## src/rtl/dcache_ctrl_param.sv

```systemverilog
// Single-line data-cache controller: write-through stores, optional write-allocate,
// critical-word-first wrapping refills with the load answered on the first beat.
module dcache_ctrl_param #(
  parameter int unsigned ADDR_WIDTH     = 32,
  parameter int unsigned DATA_WIDTH     = 32,
  parameter int unsigned LINE_WORDS     = 4,
  parameter bit          WRITE_ALLOCATE = 1'b1,
  localparam int unsigned BE_WIDTH      = DATA_WIDTH / 8
) (
  input  logic                  clk,
  input  logic                  reset,
  input  logic                  lsu_req,
  input  logic [ADDR_WIDTH-1:0] lsu_addr,
  input  logic                  lsu_we,
  input  logic [BE_WIDTH-1:0]   lsu_be,
  input  logic [DATA_WIDTH-1:0] lsu_wdata,
  output logic                  lsu_gnt,
  output logic                  lsu_rvalid,
  output logic [DATA_WIDTH-1:0] lsu_rdata,
  output logic [ADDR_WIDTH-1:0] cache_addr,
  output logic                  cache_we,
  output logic [BE_WIDTH-1:0]   cache_be,
  output logic [DATA_WIDTH-1:0] cache_wdata,
  input  logic [DATA_WIDTH-1:0] cache_rdata,
  input  logic                  cache_hit,
  output logic                  cache_fill_done,
  output logic                  mem_req,
  output logic [ADDR_WIDTH-1:0] mem_addr,
  output logic                  mem_we,
  output logic [BE_WIDTH-1:0]   mem_be,
  output logic [DATA_WIDTH-1:0] mem_wdata,
  input  logic                  mem_gnt,
  input  logic                  mem_rvalid,
  input  logic [DATA_WIDTH-1:0] mem_rdata,
  output logic                  busy
);

  localparam int unsigned OFF = $clog2(BE_WIDTH);
  localparam int unsigned IB  = $clog2(LINE_WORDS);

  typedef enum logic [2:0] {
    StIdle, StLookup, StWtReq, StWtWait, StRefillReq, StRefillWait, StAllocWr
  } state_e;

  state_e                state_q, state_d;
  logic [ADDR_WIDTH-1:0] addr_q, addr_d;
  logic                  we_q, we_d;
  logic [BE_WIDTH-1:0]   be_q, be_d;
  logic [DATA_WIDTH-1:0] wdata_q, wdata_d;
  logic [IB-1:0]         idx_q, idx_d;
  logic [IB-1:0]         cnt_q, cnt_d;
  logic [ADDR_WIDTH-1:0] refill_addr;

  // Line base from the captured address, word slot from the wrapping index.
  assign refill_addr = {addr_q[ADDR_WIDTH-1:OFF+IB], {(OFF+IB){1'b0}}}
                     | (ADDR_WIDTH'(idx_q) << OFF);

  always_ff @(posedge clk) begin
    if (reset) begin
      state_q <= StIdle;
      addr_q  <= '0;
      we_q    <= 1'b0;
      be_q    <= '0;
      wdata_q <= '0;
      idx_q   <= '0;
      cnt_q   <= '0;
    end else begin
      state_q <= state_d;
      addr_q  <= addr_d;
      we_q    <= we_d;
      be_q    <= be_d;
      wdata_q <= wdata_d;
      idx_q   <= idx_d;
      cnt_q   <= cnt_d;
    end
  end

  always_comb begin
    state_d         = state_q;
    addr_d          = addr_q;
    we_d            = we_q;
    be_d            = be_q;
    wdata_d         = wdata_q;
    idx_d           = idx_q;
    cnt_d           = cnt_q;
    lsu_gnt         = 1'b0;
    lsu_rvalid      = 1'b0;
    lsu_rdata       = '0;
    cache_addr      = '0;
    cache_we        = 1'b0;
    cache_be        = '0;
    cache_wdata     = '0;
    cache_fill_done = 1'b0;
    mem_req         = 1'b0;
    mem_addr        = '0;
    mem_we          = 1'b0;
    mem_be          = '0;
    mem_wdata       = '0;
    busy            = 1'b0;

    // Outputs are held quiet while reset is asserted so an in-flight beat cannot leak out.
    if (!reset) begin
      busy = (state_q != StIdle);
      unique case (state_q)
        StIdle: begin
          if (lsu_req) begin
            lsu_gnt = 1'b1;
            addr_d  = lsu_addr;
            we_d    = lsu_we;
            be_d    = lsu_be;
            wdata_d = lsu_wdata;
            state_d = StLookup;
          end
        end
        StLookup: begin
          cache_addr = addr_q;
          if (cache_hit && !we_q) begin
            lsu_rvalid = 1'b1;
            lsu_rdata  = cache_rdata;
            if (lsu_req) begin
              lsu_gnt = 1'b1;
              addr_d  = lsu_addr;
              we_d    = lsu_we;
              be_d    = lsu_be;
              wdata_d = lsu_wdata;
            end else begin
              state_d = StIdle;
            end
          end else if (cache_hit) begin
            cache_we    = 1'b1;
            cache_be    = be_q;
            cache_wdata = wdata_q;
            state_d     = StWtReq;
          end else if (!we_q || WRITE_ALLOCATE) begin
            idx_d   = addr_q[OFF+IB-1:OFF];
            cnt_d   = '0;
            state_d = StRefillReq;
          end else begin
            state_d = StWtReq;
          end
        end
        StWtReq: begin
          mem_req   = 1'b1;
          mem_we    = 1'b1;
          mem_addr  = addr_q;
          mem_be    = be_q;
          mem_wdata = wdata_q;
          if (mem_gnt) state_d = StWtWait;
        end
        StWtWait: begin
          if (mem_rvalid) begin
            lsu_rvalid = 1'b1;
            state_d    = StIdle;
          end
        end
        StRefillReq: begin
          mem_req  = 1'b1;
          mem_be   = '1;
          mem_addr = refill_addr;
          if (mem_gnt) state_d = StRefillWait;
        end
        StRefillWait: begin
          if (mem_rvalid) begin
            cache_we    = 1'b1;
            cache_be    = '1;
            cache_addr  = refill_addr;
            cache_wdata = mem_rdata;
            if (cnt_q == '0 && !we_q) begin
              lsu_rvalid = 1'b1;
              lsu_rdata  = mem_rdata;
            end
            cnt_d = cnt_q + IB'(1);
            idx_d = idx_q + IB'(1);
            if (cnt_q == IB'(LINE_WORDS - 1)) begin
              cache_fill_done = 1'b1;
              state_d         = we_q ? StAllocWr : StIdle;
            end else begin
              state_d = StRefillReq;
            end
          end
        end
        StAllocWr: begin
          cache_we    = 1'b1;
          cache_be    = be_q;
          cache_addr  = addr_q;
          cache_wdata = wdata_q;
          state_d     = StWtReq;
        end
        default: state_d = StIdle;
      endcase
    end
  end

endmodule
```

## config.mk

```make
export PLATFORM = sky130hd
export DESIGN_NAME = dcache_ctrl_param
export DESIGN_NICKNAME = d
export VERILOG_FILES = /design/src/rtl/dcache_ctrl_param.sv
export SDC_FILE = /design/constraint.sdc
export NUM_CORES = 1
export LEC_CHECK = 0
export CAP_MARGIN = 20
export CELL_PAD_IN_SITES_DETAIL_PLACEMENT = 2
export CELL_PAD_IN_SITES_GLOBAL_PLACEMENT = 2
export CORE_UTILIZATION = 30
export DETAILED_ROUTE_END_ITERATION = 10
export DONT_BUFFER_PORTS = 1
export PLACE_DENSITY = 0.77
export RECOVER_POWER = 50
export SYNTH_ARGS = -nofsm -noshare
export SYNTH_HDL_FRONTEND = slang
export SYNTH_SLANG_ARGS = --single-unit
```

## constraint.sdc

```tcl
create_clock -name clk -period 3 [get_ports clk]
set_input_delay 0.9 -clock clk [delete_from_list [all_inputs] [get_ports clk]]
set_output_delay 0.9 -clock clk [all_outputs]
set_load 0.05 [all_outputs]
```

==> results_dict.tcl, run 1 <==
set metrics [dict create \
    worst_pin_slew_ns 0.792 \
    drc_errors 0 \
    synth_top_area_cell "dfxtp_1" \
    synth_cell_types 42 \
    ys_top_cells_by_area "dfxtp_1 33%, and2_1 12%, nand2_1 12%" \
    drt-pass1-iter-count 4 \
    ys_seq_area_share_pct 32.7 \
    critical_path.cell_chain "buf_4, and4b_2, and3_4, clkbuf_16, a22oi_1, nor2_2, buf_12" \
    switchingPower_mw 0.954 \
    die_x_um 126 \
    syn_to_final_growth_pct 76.0 \
    path_class "register to output pin" \
    violations "negative setup slack" \
    p_int_mw 1.95 \
    rows 45 \
    yosysWarnings 0 \
    final_util_pct 54.0 \
    first_global_vias 5889 \
    syn_nets 807 \
    r2r_start "state_q[0]$_SDFFE_PP0P_" \
    r2r_setup_slack_ns 0.80 \
    drt_wl_total_um 26400 \
    min_path_type "register to register" \
    power_frac_seq_pct 40.2 \
    n_antenna_cell 0 \
    synth_edf_count 0 \
    synthesis.area_um2 4650 \
    grt_max_degree 91 \
    fin_tns_setup_ns -0.0647 \
    start_util_pct 30.7 \
    cp-start-kind "register" \
    end_kind "output pin" \
    fin_nets 908 \
    setup_slack_ns -0.0488 \
    crit_start "state_q[0]$_SDFFE_PP0P_" \
    hpwl_um 17400 \
    post_cts_buffers 0 \
    cts_buffers 9 \
    swShare_pct 32.9 \
    yosysMostFrequentCell "nand2_1" \
    r2r-end "wdata_q[16]$_SDFFE_PP0P_" \
    p_clk_share_pct 36.3 \
    critPathMaxStageDelay_ns 0.39 \
    min_path_cells 2 \
    finClkSkew_ns 0.00614 \
    worst_slew_margin_rel_pct 47.2 \
    syn_area_per_cell_um2 6.98 \
    h-tree-depth 3 \
    outcome "complete, but fails checks" \
    worstPathMaxFanout 16 \
    viasPerCell 5.76 \
    cts-root-buf "clkbuf_16" \
    grt_pass1_wl_um 35300 \
    cp.arrival_ns 2.15 \
    period_needed_ns 3.05 \
    wl_per_cell_um 27.5 \
    setup_violations 3 \
    synth_ff_type "dfxtp_1" \
    cts_hold_buf 0 \
    leakagePower_nw 2.86 \
    combPwrFrac_pct 23.5 \
    p_per_area_nw_per_um2 355 \
    min_period_over_period_pct 102 \
    final-hold-violation-count 0 \
    clk_latency_ns 0.34 \
    fmax_mhz 328 \
    place.port_buffers 0 \
    r2r_cells 6 \
    worst_ep_required_time_ns 2.10 \
    grt_use_total_pct 28.7 \
    first_iter_violations 218 \
    clock_path_buffers 2 \
    crit_end "lsu_rdata[0]" \
    cap_violations 0 \
    synth_async_sr_flop_share_pct 0 \
    vias 5530 \
    cpMaxStageDelayCell "dfxtp_1" \
    synth_seq_cells 76 \
    path_clk_slew_ns 0.06 \
    gp_congestion 0.800 \
    dieArea_um2 16000 \
    synthCells 666 \
    io-pin-count 314 \
    cts_tree "built" \
    layout-drive-gt1-share_pct 44.7 \
    n_fill_cell 1479 \
    synth_top_area_share_pct 32.7 \
    synth_common_cells "143 x nand2_1, 92 x and2_1, 87 x a21oi_1" \
    drtAntennaViolNets 0 \
    ir_drop_mv 0.215 \
    antenna_found_initial 0 \
    grt_overflow 0 \
    drv_slew 0 \
    rsz0062_at_grt "true" \
    cts_num_sinks 76 \
    fp.dieH_um 126 \
    core_area_um2 15100 \
]
flip-flops by register name, indices dropped and copies added, names as in the netlist:
register / count
addr_q: 32
be_q: 4
we_q: 1
state_q: 3
idx_q: 2
cnt_q: 2
wdata_q: 32
repair_timing:
| action | 4_1_cts | 5_1_grt |
|---|---|---|
| gates resized for setup | 2 | 39 |
| cloned | 0 | 4 |
| endpoints found under the setup margin | 60 | 93 |
placed cells by master, fill, tap and decap left out, types with 3 or more instances in the layout:
| cell | Yosys | final |
|---|---|---|
| nand2_1 | 143 | 143 |
| buf_12 | 0 | 120 |
| a21oi_1 | 87 | 86 |
| dfxtp_1 | 76 | 74 |
| nor2_2 | 3 | 40 |
| a22oi_1 | 68 | 39 |
| and2_2 | 0 | 38 |
| nor2_4 | 0 | 34 |
| and2_1 | 92 | 34 |
| a22oi_2 | 0 | 29 |
| buf_4 | 9 | 26 |
| and2_4 | 0 | 20 |
| clkbuf_16 | 0 | 12 |
| nor2_1 | 81 | 11 |
| nand2b_1 | 8 | 7 |
| inv_1 | 5 | 5 |
| nor2b_1 | 5 | 4 |
| mux2i_1 | 3 | 3 |
| o21ai_0 | 3 | 3 |
| clkbuf_1 | 19 | 3 |
| clkbuf_8 | 0 | 3 |
cell families after synthesis:
family	count (synthesis)	share of synthesized area [%]
simple gates	346	35.1
compound gates	171	23.3
flops	76	32.7
buf+inv	68	7.65
mux	3	0.646
fa+ha+maj	2	0.539
per-stage QoR:
stage                     std cells  total power [mW]  worst slack [ns]  hold slack [ns]  instance area, um^2
after floorplan                 666              1.60            -0.330            0.440                 5090
after global placement          940              1.75          -0.00749            0.446                 7640
after detailed placement        940              1.81            -0.274            0.462                 7640
after CTS                       956              2.87          -0.00809            0.470                 7930
after global routing            960              3.01           -0.0974            0.502                 8180
final                           960              2.90           -0.0488            0.476                 8180
final cells by class:
| class | count | area, um^2 | share of cell area (%) |
|---|---|---|---|
| clock buffer | 15 | 278 | 3.40 |
| clock inverter | 1 | 5.00 | 0.0612 |
| inverter | 6 | 22.5 | 0.275 |
| multi-input combinational | 523 | 3420 | 41.8 |
| sequential | 76 | 1520 | 18.6 |
| tap | 188 | 235 | 2.88 |
| timing repair buffer | 151 | 2700 | 33.0 |
worst min path at each step:
stage / slack, ns / endpoint / from
2_1_floorplan: 0.44 / addr_q[10]$_SDFFE_PP0P_ / addr_q[10]$_SDFFE_PP0P_
3_3_place_gp: 0.45 / addr_q[18]$_SDFFE_PP0P_ / addr_q[18]$_SDFFE_PP0P_
3_5_place_dp: 0.46 / wdata_q[6]$_SDFFE_PP0P_ / wdata_q[6]$_SDFFE_PP0P_
4_1_cts: 0.47 / wdata_q[6]$_SDFFE_PP0P_ / wdata_q[6]$_SDFFE_PP0P_
5_1_grt: 0.50 / addr_q[10]$_SDFFE_PP0P_ / addr_q[10]$_SDFFE_PP0P_
6_report: 0.48 / addr_q[24]$_SDFFE_PP0P_ / addr_q[24]$_SDFFE_PP0P_
power by group through the flow:
| stage | Clock, mW | Sequential, mW | Combinational [mW] |
|---|---|---|---|
| detailed placement | 0 | 1.18 | 0.633 |
| global route | 1.11 | 1.17 | 0.723 |
| floorplan | 0 | 1.15 | 0.447 |
| CTS | 1.07 | 1.16 | 0.640 |
| global placement | 0 | 1.17 | 0.585 |
| finish | 1.05 | 1.17 | 0.681 |
routing by layer:
layer / global-route usage, % / up-vias / part of all wire, %
met4: 11.3 / 0 / 3.7
li1: - / 2425 / -
met2: 54.8 / 256 / 54
met5: 0 / - / 0
met3: 6.41 / 53 / 6.0
met1: 30.4 / 2796 / 36
critical path, delay by kind of cell (launching register included):
kind | cells | cell delay, ns
AND/OR/NAND/NOR | 3 | 0.71
buffers and inverters | 3 | 0.59
flip-flops | 1 | 0.39
AO/OA/AOI/OAI | 1 | 0.11
(Power assumes the default switching activity.)
==> run 2, diff against run 1 <==
MAX_ROUTING_LAYER = met4   (was default)
==> results_dict.tcl, run 2 (synthesis results as in run 1) <==
set metrics [dict create \
    outcome "completed" \
    p_per_area_nw_per_um2 354 \
    wl_per_cell_um 26.9 \
    drt_wl_total_um 25800 \
    highest_layer "met4" \
    final_common_cell "nand2_1" \
    ff_latch_area_um2 1520 \
    p_int_mw 1.95 \
    vias 5431 \
    n_fill_cell 1476 \
    worst_ep_required_time_ns 2.10 \
    cpMaxStageDelayCell "dfxtp_2" \
    grt_max_degree 91 \
    cp-start-kind "register" \
    cap_violations 0 \
    swShare_pct 32.8 \
    grt_overflow 0 \
    n_antenna_cell 0 \
    combPwrFrac_pct 23.4 \
    worst_pin_slew_ns 0.798 \
    core_area_um2 15100 \
    viasPerCell 5.66 \
    dr_wl_met3_um 1400 \
    critPathMaxStageDelay_ns 0.41 \
    final_cell_mix "143 x nand2_1, 120 x buf_12, 87 x a21oi_1" \
    die_x_um 126 \
    end_kind "output pin" \
    place_area_um2 7640 \
    clk_latency_ns 0.34 \
    setup_violations 0 \
    h-tree-depth 3 \
    cts-root-buf "clkbuf_16" \
    syn_to_final_growth_pct 75.9 \
    first_iter_violations 284 \
    power_frac_seq_pct 40.2 \
    leakagePower_nw 2.85 \
    rows 45 \
    reg_top3 "addr_q (32), wdata_q (32), be_q (4)" \
    drc_errors 0 \
    cp.arrival_ns 2.10 \
    worstPathMaxFanout 16 \
    grt_pass1_wl_um 35200 \
    clock_path_buffers 2 \
    post-route-cell-area_um2 8170 \
    finClkSkew_ns 0.00732 \
    crit_family "simple AND/OR/NAND/NOR gates" \
    drv_slew 0 \
    switchingPower_mw 0.948 \
    gp_congestion 0.812 \
    drt-pass1-iter-count 4 \
    start_util_pct 30.7 \
    worst_slew_margin_rel_pct 46.8 \
    holdWs_ns 0.472 \
    met2_length_um 14000 \
    ir_drop_mv 0.217 \
    wl_met1_um 9620 \
    io-pin-count 314 \
    layout-drive-gt1-share_pct 44.4 \
    antenna_found_initial 0 \
    multi_input_area_um2 3410 \
    p_clk_share_pct 36.4 \
    first_global_vias 5875 \
    place.port_buffers 0 \
    grt_use_total_pct 29.6 \
    hpwl_um 17400 \
    fp.dieH_um 126 \
    dieArea_um2 16000 \
    critical_path.cell_chain "buf_6, and4b_2, and3_4, clkbuf_16, a22oi_1, nor2_2, buf_12" \
    period_needed_ns 3.00 \
    cts_buffers 9 \
    path_buf_inv 3 \
    path_clk_slew_ns 0.06 \
    drtAntennaViolNets 0 \
    fmax_mhz 334 \
    fin_nets 908 \
    cts_num_sinks 76 \
    cts_tree "built" \
    min_path_type "register to register" \
    path_class "register to output pin" \
    min_period_over_period_pct 99.9 \
    final-hold-violation-count 0 \
    post_cts_buffers 0 \
]
## run 2: cell counts in the layout (fill, tap and decap cells not counted)
No cell type changed its count.
## run 2: tightest hold or removal path, cell delays in order (launching register included)
cell	delay [ns]
dfxtp_1	0.32
nand2_1	0.06
a21oi_1	0.06
## run 2: routing by layer
metal,GRT usage (%),up-vias
met5,-,-
met4,11.3,0
met3,5.78,46
met2,55.0,231
met1,30.6,2730
li1,-,2424
## run 2: cell type report
type / instances / area share (%)
clock buffer: 15 / 3.40
sequential: 76 / 18.6
timing repair buffer: 151 / 33.0
inverter: 6 / 0.276
clock inverter: 1 / 0.0612
tap: 188 / 2.88
multi-input combinational: 523 / 41.8
## run 2: repair_timing
item                       in CTS  in global routing
hold buffers                    0                  0
cloned                          0                  4
setup endpoints to repair      60                 93
gates resized for setup         2                 41
## run 2: worst paths after layout
check	to	cells after the start	startpoint	slack, ns
max reg2reg	wdata_q[10]$_SDFFE_PP0P_	6	state_q[0]$_SDFFE_PP0P_	0.90
min reg2reg	addr_q[24]$_SDFFE_PP0P_	2	addr_q[24]$_SDFFE_PP0P_	0.47
max	lsu_rdata[0]	7	state_q[2]$_SDFFE_PP0P_	0.004
min	addr_q[24]$_SDFFE_PP0P_	2	addr_q[24]$_SDFFE_PP0P_	0.47
## run 2: power groups by stage
stage | clock, mW | combinational, mW | sequential [mW]
after CTS | 1.07 | 0.640 | 1.16
after global placement | 0 | 0.585 | 1.17
after global routing | 1.13 | 0.717 | 1.17
after detailed placement | 0 | 0.633 | 1.18
after floorplan | 0 | 0.447 | 1.15
final | 1.05 | 0.676 | 1.16
## run 2: per-stage QoR
stage | setup TNS, ns | instances | power, mW | setup slack [ns] | utilization, %
floorplan | -1.18 | 666 | 1.60 | -0.330 | -
global placement | -0.0977 | 940 | 1.75 | -0.00749 | 50.4
detailed placement | -6.80 | 940 | 1.81 | -0.274 | 50.4
CTS | -0.00809 | 956 | 2.87 | -0.00809 | 52.4
global route | -0.0834 | 960 | 3.02 | -0.0682 | 54.0
finish | 0 | 960 | 2.89 | 0.00401 | 54.0
==> run 3, diff against run 2 <==
CORE_UTILIZATION = 31   (was 30)
PLACE_DENSITY = 0.8   (was 0.77)
==> results_dict.tcl, run 3 (synthesis results as in run 1) <==
set metrics [dict create \
    outcome "complete, but fails checks" \
    violations "max-capacitance violations, max-slew violations" \
    core_area_um2 14600 \
    cp-start-kind "input pin" \
    io-pin-count 314 \
    viasPerCell 5.72 \
    leakagePower_nw 2.76 \
    setup_violations 0 \
    worst_ep_required_time_ns 2.10 \
    fin_nets 900 \
    place.port_buffers 0 \
    min_path_type "register to register" \
    grt_max_degree 92 \
    start_util_pct 31.8 \
    power_frac_seq_pct 39.7 \
    post-place-ws_ns -0.279 \
    n_fill_cell 1453 \
    drt-pass1-iter-count 4 \
    crit_start "mem_rvalid" \
    hpwl_um 18500 \
    cts_buffers 9 \
    worst_slew_margin_rel_pct -0.520 \
    drc_errors 0 \
    switchingPower_mw 0.963 \
    vias 5419 \
    grt_pass1_wl_um 38200 \
    wl_per_cell_um 26.8 \
    dieArea_um2 15500 \
    layout-drive-gt1-share_pct 40.1 \
    final-hold-violation-count 0 \
    end_kind "output pin" \
    gp_congestion 0.871 \
    cts_num_sinks 76 \
    grt_overflow 0 \
    clk_latency_ns 0.35 \
    final_common_cell "nand2_1" \
    r2r_start "we_q$_SDFFE_PP0P_" \
    min_path_cells 2 \
    path_clk_slew_ns 0.06 \
    rsz0062_at_grt "false" \
    dp.cells 930 \
    p_clk_share_pct 38.5 \
    syn_to_final_growth_pct 68.7 \
    cts_tree "built" \
    worstPathMaxFanout 32 \
    drv_slew 70 \
    r2r_setup_slack_ns 0.38 \
    antenna_found_initial 0 \
    p_per_area_nw_per_um2 376 \
    layout.cells.non_filler 948 \
    path_class "input pin to output pin" \
    grt_use_total_pct 33.1 \
    worst_pin_slew_ns 1.51 \
    cap_violations 1 \
    r2r_cells 5 \
    fin_tns_setup_ns 0 \
    r2r-end "addr_q[2]$_SDFFE_PP0P_" \
    h-tree-depth 3 \
    post_cts_buffers 0 \
    setup_slack_ns 0.0583 \
    drtAntennaViolNets 0 \
    fmax_mhz 340 \
    combPwrFrac_pct 21.8 \
    drt_wl_total_um 25500 \
    reg_top3 "addr_q (32), wdata_q (32), be_q (4)" \
    first_iter_violations 218 \
    min_period_over_period_pct 98.1 \
    cts-root-buf "clkbuf_16" \
    rows 44 \
    p_int_mw 1.98 \
    hold_start "addr_q[26]$_SDFFE_PP0P_" \
    hold_end "addr_q[26]$_SDFFE_PP0P_" \
    fp.dieH_um 124 \
    first_global_vias 6190 \
    swShare_pct 32.7 \
    clock_path_buffers 2 \
    final_util_pct 53.7 \
    cp.arrival_ns 2.04 \
    finClkSkew_ns 0.00636 \
    die_x_um 124 \
    n_antenna_cell 0 \
    final_cell_mix "143 x nand2_1, 114 x buf_12, 87 x a21oi_1" \
    ir_drop_mv 0.415 \
    period_needed_ns 2.94 \
]
-- run 3: changes by cell type in the layout (fill, tap and decap cells not counted), moves of 3 or more --
cell | before | now
a22oi_1 | 39 | 67
a22oi_2 | 29 | 1
and2_0 | 0 | 14
and2_1 | 34 | 20
and2_2 | 37 | 57
and2_4 | 21 | 1
buf_12 | 120 | 114
buf_4 | 26 | 19
clkbuf_2 | 0 | 6
dfxtp_4 | 0 | 3
-- run 3: routing by layer --
metal	GRT usage, %	vias up	wire, um
met5	-	-	0
met4	17.3	0	1220
met3	5.97	74	1260
met2	62.0	255	13900
met1	32.1	2683	9050
li1	-	2407	-
-- run 3: final cells by class --
class                      count  area (um^2)  area share [%]
sequential                    76         1530            19.6
tap                          184          230            2.94
clock buffer                  12          256            3.27
inverter                       6         22.5           0.287
clock inverter                 4         47.5           0.607
multi-input combinational    523         3240            41.3
timing repair buffer         143         2510            32.0
-- run 3: repair_timing --
| item | CTS | global route |
|---|---|---|
| gates resized for setup | 9 | 4 |
| pin swaps | 1 | 0 |
| setup endpoints to repair | 129 | 9 |
| hold buffers | 0 | 0 |
| gates cloned | 1 | 1 |
-- run 3: stage by stage --
stage | hold WS (ns) | power, mW | cell area [um^2]
2_1_floorplan | 0.440 | 1.60 | 5090
3_3_place_gp | 0.446 | 1.75 | 7540
3_5_place_dp | 0.463 | 1.82 | 7540
4_1_cts | 0.481 | 2.97 | 7880
5_1_grt | 0.504 | 3.05 | 7840
6_report | 0.482 | 2.94 | 7840
-- run 3: worst max-delay path, cell delays in order --
cell and delay (ns):
and4b_2 0.21, and3_1 0.21, buf_12 0.17, a22oi_1 0.30, nor2_4 0.06, buf_12 0.15
-- run 3: power by group through the flow --
stage,Combinational (mW),Clock [mW],Sequential [mW]
finish,0.641,1.13,1.17
global route,0.680,1.19,1.18
CTS,0.650,1.15,1.17
detailed placement,0.630,0,1.19
global placement,0.574,0,1.17
floorplan,0.447,0,1.15
-- run 3: worst max path at each step --
stage	cells after the start	endpoint	slack, ns
3_3_place_gp	5	cache_addr[4]	-0.02
5_1_grt	6	lsu_rdata[26]	0.005
4_1_cts	7	cache_be[2]	0.01
3_5_place_dp	5	cache_addr[5]	-0.28
2_1_floorplan	3	cache_addr[0]	-0.33
6_report	6	lsu_rdata[7]	0.06
